$ cat src/rtl/dcache_write_buffer.sv
// Posted-write FIFO between the data cache and the data memory port.
// Define WB_FWD_EN to return full-word pending store data to hazarding reads.
module dcache_write_buffer #(
    parameter int DEPTH = 4,
    parameter int AW    = 12,
    parameter int DW    = 32
) (
    input  logic          CLK,
    input  logic          RST,
    input  logic          UP_CSN,
    input  logic          UP_WEN,
    input  logic [AW-1:0] UP_ADDR,
    input  logic [3:0]    UP_BE,
    input  logic [DW-1:0] UP_DI,
    output logic [DW-1:0] UP_DOUT,
    output logic          UP_STALL,
    output logic          D_MEM_CSN,
    output logic          D_MEM_WEN,
    output logic [AW-1:0] D_MEM_ADDR,
    output logic [3:0]    D_MEM_BE,
    output logic [DW-1:0] D_MEM_DOUT,
    input  logic [DW-1:0] D_MEM_DI,
    input  logic          D_MEM_RDY,
    output logic          WB_FULL,
    output logic          WB_EMPTY
);

    localparam int PW = $clog2(DEPTH);
    localparam int CW = PW + 1;

    typedef enum logic [1:0] {IDLE, RD_REQ, RD_RESP} state_t;

    state_t state, nstate;

    logic [AW-1:0] addr_q [DEPTH];
    logic [3:0]    be_q   [DEPTH];
    logic [DW-1:0] data_q [DEPTH];

    logic [PW-1:0] head, tail;
    logic [CW-1:0] count;

    logic [DW-1:0] dout_q, dout, cap_val;
    logic [AW-1:0] maddr_q, maddr;
    logic [3:0]    mbe_q, mbe;
    logic [DW-1:0] mdo_q, mdo;
    logic          mcsn, mwen, stall, push, pop, cap;
    logic          full, empty, is_wr, is_rd, hit, fwd;
    logic [DW-1:0] fwd_data;

    assign full  = (count == CW'(DEPTH));
    assign empty = (count == '0);
    assign is_wr = !UP_CSN && !UP_WEN;
    assign is_rd = !UP_CSN && UP_WEN;

    // Walk oldest to youngest so the last match is the youngest entry.
    always_comb begin
        hit = 1'b0;
        for (int k = 0; k < DEPTH; k++) begin
            if (CW'(k) < count &&
                addr_q[head + PW'(k)][AW-1:2] == UP_ADDR[AW-1:2])
                hit = 1'b1;
        end
    end

`ifdef WB_FWD_EN
    logic [3:0] hit_be;
    always_comb begin
        hit_be   = '0;
        fwd_data = '0;
        for (int k = 0; k < DEPTH; k++) begin
            if (CW'(k) < count &&
                addr_q[head + PW'(k)][AW-1:2] == UP_ADDR[AW-1:2]) begin
                hit_be   = be_q[head + PW'(k)];
                fwd_data = data_q[head + PW'(k)];
            end
        end
    end
    assign fwd = hit && (hit_be == 4'b1111);
`else
    assign fwd      = 1'b0;
    assign fwd_data = '0;
`endif

    always_comb begin
        nstate  = state;
        push    = 1'b0;
        pop     = 1'b0;
        stall   = 1'b0;
        cap     = 1'b0;
        cap_val = D_MEM_DI;
        dout    = dout_q;
        mcsn    = 1'b1;
        mwen    = 1'b1;
        maddr   = maddr_q;
        mbe     = mbe_q;
        mdo     = mdo_q;
        unique case (state)
            IDLE: begin
                if (!empty) begin
                    mcsn  = 1'b0;
                    mwen  = 1'b0;
                    maddr = addr_q[head];
                    mbe   = be_q[head];
                    mdo   = data_q[head];
                    pop   = D_MEM_RDY;
                end
                if (is_wr) begin
                    if (full) stall = 1'b1;
                    else      push  = 1'b1;
                end else if (is_rd) begin
                    if (fwd) begin
                        dout    = fwd_data;
                        cap     = 1'b1;
                        cap_val = fwd_data;
                    end else if (hit) begin
                        stall = 1'b1;
                    end else begin
                        stall  = 1'b1;
                        nstate = RD_REQ;
                    end
                end
            end
            RD_REQ: begin
                mcsn  = 1'b0;
                mwen  = 1'b1;
                maddr = UP_ADDR;
                stall = 1'b1;
                if (D_MEM_RDY) nstate = RD_RESP;
            end
            RD_RESP: begin
                dout   = D_MEM_DI;
                cap    = 1'b1;
                nstate = IDLE;
            end
            default: nstate = IDLE;
        endcase
    end

    always_ff @(posedge CLK or posedge RST) begin
        if (RST) begin
            state   <= IDLE;
            head    <= '0;
            tail    <= '0;
            count   <= '0;
            dout_q  <= '0;
            maddr_q <= '0;
            mbe_q   <= '0;
            mdo_q   <= '0;
        end else begin
            state <= nstate;
            if (push) tail <= tail + 1'b1;
            if (pop)  head <= head + 1'b1;
            case ({push, pop})
                2'b10:   count <= count + 1'b1;
                2'b01:   count <= count - 1'b1;
                default: ;
            endcase
            if (cap) dout_q <= cap_val;
            // Bus fields keep their last driven value while idle.
            if (!mcsn) begin
                maddr_q <= maddr;
                mbe_q   <= mbe;
                mdo_q   <= mdo;
            end
        end
    end

    always_ff @(posedge CLK) begin
        if (push) begin
            addr_q[tail] <= UP_ADDR;
            be_q[tail]   <= UP_BE;
            data_q[tail] <= UP_DI;
        end
    end

    assign UP_DOUT    = dout;
    assign UP_STALL   = stall && !RST;
    assign D_MEM_CSN  = mcsn || RST;
    assign D_MEM_WEN  = mwen || RST;
    assign D_MEM_ADDR = maddr;
    assign D_MEM_BE   = mbe;
    assign D_MEM_DOUT = mdo;
    assign WB_FULL    = full;
    assign WB_EMPTY   = empty;

endmodule

$ cat config.mk
export PLATFORM = sky130hd
export DESIGN_NAME = dcache_write_buffer
export DESIGN_NICKNAME = d
export VERILOG_FILES = /design/src/rtl/dcache_write_buffer.sv
export SDC_FILE = /design/constraint.sdc
export NUM_CORES = 1
export LEC_CHECK = 0
export BUFFER_PORTS_ARGS = -buffer_cell sky130_fd_sc_hd__buf_4
export CORE_UTILIZATION = 24
export CTS_BUF_LIST = sky130_fd_sc_hd__clkbuf_8
export CTS_CLUSTER_SIZE = 14
export DETAILED_ROUTE_END_ITERATION = 7
export GPL_TIMING_DRIVEN = 0
export HOLD_SLACK_MARGIN = 0.02
export SLEW_MARGIN = 20
export SYNTH_ARGS = -nofsm -noshare
export SYNTH_HDL_FRONTEND = slang
export SYNTH_SLANG_ARGS = --single-unit
$ cat constraint.sdc
create_clock -name CLK -period 3.5 [get_ports CLK]
set_clock_uncertainty 0.1 [all_clocks]
set_input_delay 0.175 -clock CLK [delete_from_list [all_inputs] [get_ports CLK]]
set_output_delay 0.175 -clock CLK [all_outputs]
set_load 0.1 [all_outputs]
==> impl_metrics.toml <==
[clock_tree]
h_tree_depth = 2
clock_tree_from_tritoncts = "done"
numClockSinks = 281
cts-buffers-inserted = 49
clock_root_buffer_master = "sky130_fd_sc_hd__clkbuf_8"
clkTransAtPathRegs_ps = 50
clock_tree.buffer_depth = 3
clk_latency_ps = 620

[floorplanning]
effective_utilization_at_floorplan_pct = 24.5
ioPinCount = 170
design.core.area_mm2 = 0.0506
die_width_um = 229
dieHeight_um = 229
rows = 82
die_area_mm2 = 0.0525

[cells_and_area]
area.sequential_mm2 = 0.00799
drive_above_1_share_pct = 41.2
nets = 1118
non_filler_cells_in_the_finished_layout = 1739
fillCellCount = 4932
area_delta_synth_final_pct = 35.5
multiInputGateArea_mm2 = 0.00415
post-route-cell-area_mm2 = 0.0168

[synth]
synth_top_cells_by_area = "sky130_fd_sc_hd__edfxtp_1 (47%), sky130_fd_sc_hd__dfrtp_1 (18%), sky130_fd_sc_hd__mux4_2 (11%), sky130_fd_sc_hd__mux2_2 (6.5%), sky130_fd_sc_hd__mux2_1 (3.0%)"
synth-async-reset-ratio_pct = 31.7
register_bit_count_reported_by_yosys = 281
seq_area_frac_synth_pct = 64.5
synth_edf_count = 192
yosys-top-cells-count = "sky130_fd_sc_hd__edfxtp_1 (192), sky130_fd_sc_hd__dfrtp_1 (89), sky130_fd_sc_hd__mux2_2 (72)"
syn-cell-area_mm2 = 0.0124
synth.top_cell.area_share_pct = 46.5
post_synthesis_cell_type_with_the_largest_combined_area = "sky130_fd_sc_hd__edfxtp_1"
count_of_distinct_cell_types_in_the_synthesized_netlist = 44
synth_flop_cell = "sky130_fd_sc_hd__edfxtp_1"
synth_cells = 710
postSynthAreaPerCell_um2 = 17.4
ys_warn_count = 0
number_of_nets_in_the_synthesized_netlist = 803
count_leader_synth = "sky130_fd_sc_hd__edfxtp_1"

[global_route]
top_usage_layer_grt = "met2"
wire_length_of_the_first_global_routing_pass_um = 49200
grt_util_all_layers_pct = 12.5
groute.layer.met1.usage_pct = 15.7
number_of_antenna_violations_at_the_first_check_in_global_routing = 1
grt_max_degree = 40
grt_use_met2_pct = 20.3
via_count_of_the_first_global_routing_pass = 8178
grt_overflow_total = 0
grt_use_met3_pct = 3.44

[setup_path]
critical_path.cell_chain = "buf_6 > buf_6 > buf_4 > clkbuf_1 > mux4_2 > mux2_2 > buf_4"
worst_setup_path_startpoint = "head[1]"
r2r.worst_path.cells = 9
r2r_end = "state[0]"
timing.critical_path.slowest_stage_cell = "sky130_fd_sc_hd__clkbuf_1"
cp-start-kind = "flip-flop"
worstReg2RegStart = "head[0]"
crit_type = "flip-flop to primary output"
worstPathRequired_ps = 3220
data_arrival_time_of_the_worst_path_ps = 3060
crit_path_largest_cell_delay_ps = 520
setup.reg_to_reg.worst_slack_ps = 390
crit_end = "D_MEM_DOUT[27]"
endpoint_kind = "primary output"
cp_max_fo = 10

[run]
drv.max_cap_violation_count = 0

[sta]
tightest_slew_ps = 822
max-slew-margin-rel_pct = 45.2
grt_setup_unrepaired = "no"
report.final.slew_viol_count = 0
layout_worst_path_cycle_share_pct = 95.3
final_critical_path_time_including_i_o_delays_and_setup_ps = 3340
final-hold-violation-count = 0
peak_freq_ghz = 0.300
setup_viol = 0

[detailed_routing]
detail_route.wirelength_um = 32700
route.detailed.wl_per_inst_um = 18.8
dr_pass1_iterations = 5
drc = 0
drtAntennaViolNets = 0
drt-initial-drc-count = 461
avgViaCountPerCell = 4.36
num_vias = 7576

[place]
portBuffers = 169
place.detailed.instances = 1558
dp_hpwl_um = 21600
postPlaceCellArea_mm2 = 0.0147
weighted_congestion_reported_at_the_end_of_routability_driven_placement = 0.855

[status]
run_status = "completed"

[min_path]
min_path_type = "input port to flip-flop"
==> cells in the final DEF, fill, tap and decap left out, drive strengths merged, types with 2 or more instances in the layout <==
cell type    count
nor2             8
and2             2
clkbuf          78
edfxtp         192
o22ai            3
mux4            62
bufinv           8
buf            207
a21oi            4
a31o             2
nand3            2
clkinvlp         3
dfrtp           89
nor4             3
dlygate4sd3     86
nand4            5
o21ai           29
inv             28
nor3             5
ha               8
nand2           14
xor2            20
and3             4
nor2b            3
mux2i           31
xnor2           25
clkinv           6
a22oi           24
mux2           105
==> worst max-delay path, delay by kind of cell (launching register included) <==
family / cells / cell delay (ps)
flops: 1 / 330
mux: 2 / 710
buf+inv: 5 / 1390
==> cell families (layout without fill, tap and decap cells) <==
kind of cell	Yosys count	after routing	synth area share (%)
flops	281	281	64.5
compound gates	70	70	3.66
other cells	0	1	0
fa+ha+maj	8	8	0.808
xor+xnor	45	45	3.18
mux	198	198	23.4
buf+inv	60	416	2.52
simple gates	48	48	1.96
==> worst min path at each step <==
stage,start,end,slack (ps),depth (start not counted)
finish,UP_WEN,addr_q[3][7],110,3
global route,UP_WEN,addr_q[3][7],90,3
CTS,UP_WEN,addr_q[3][10],50,3
detailed placement,RST,maddr_q[3],150,2
global placement,UP_DI[23],data_q[0][23],270,1
floorplan,UP_ADDR[0],addr_q[0][0],170,0
==> state kept, by name (all words and copies together) (netlist names) <==
| signal | cells |
|---|---|
| data_q | 128 |
| addr_q | 48 |
| dout_q | 32 |
| mdo_q | 32 |
| be_q | 16 |
| maddr_q | 12 |
| mbe_q | 4 |
| count | 3 |
| head | 2 |
| state | 2 |
| tail | 2 |
==> metrics by stage <==
stage / setup WS (ps) / hold slack [ps] / util (%) / TNS, ps
2_1_floorplan: -5.16 / 174 / - / -31.0
3_3_place_gp: -749 / 275 / 28.7 / -142720
3_5_place_dp: 152 / 149 / 29.1 / 0
4_1_cts: 14.2 / 49.6 / 33.2 / 0
5_1_grt: 1.55 / 88.7 / 33.2 / 0
6_report: 163 / 107 / 33.2 / 0
==> final cells by class <==
type                            count  share of cell area [%]
Timing Repair Buffer              265                    13.8
Clock inverter                     34                    2.10
Inverter                           11                   0.268
Buffer                             48                    1.76
Multi-Input combinational cell    369                    24.7
Clock buffer                       58                    4.76
Tap cell                          672                    5.01
Antenna cell                        1                  0.0149
Sequential cell                   281                    47.6
==> routing by layer <==
layer / wire length (um) / part of all wire [%] / vias to the layer above
met2: 15500 / 47 / 250
li1: - / - / 3424
met4: 850 / 2.6 / 0
met5: 0 / 0 / -
met1: 14100 / 43 / 3839
met3: 2230 / 6.8 / 63
==> timing repair <==
action | in CTS | in global routing
gates resized for setup | 9 | 9
setup endpoints to repair | 40 | 39
pin swaps | 1 | 0
hold endpoints to repair | 324 | 0
hold buffers | 86 | 0
setup buffers | 3 | 0
Power is not shown: default switching activity piles up to over one toggle a cycle in this logic, so the estimate is an artifact.
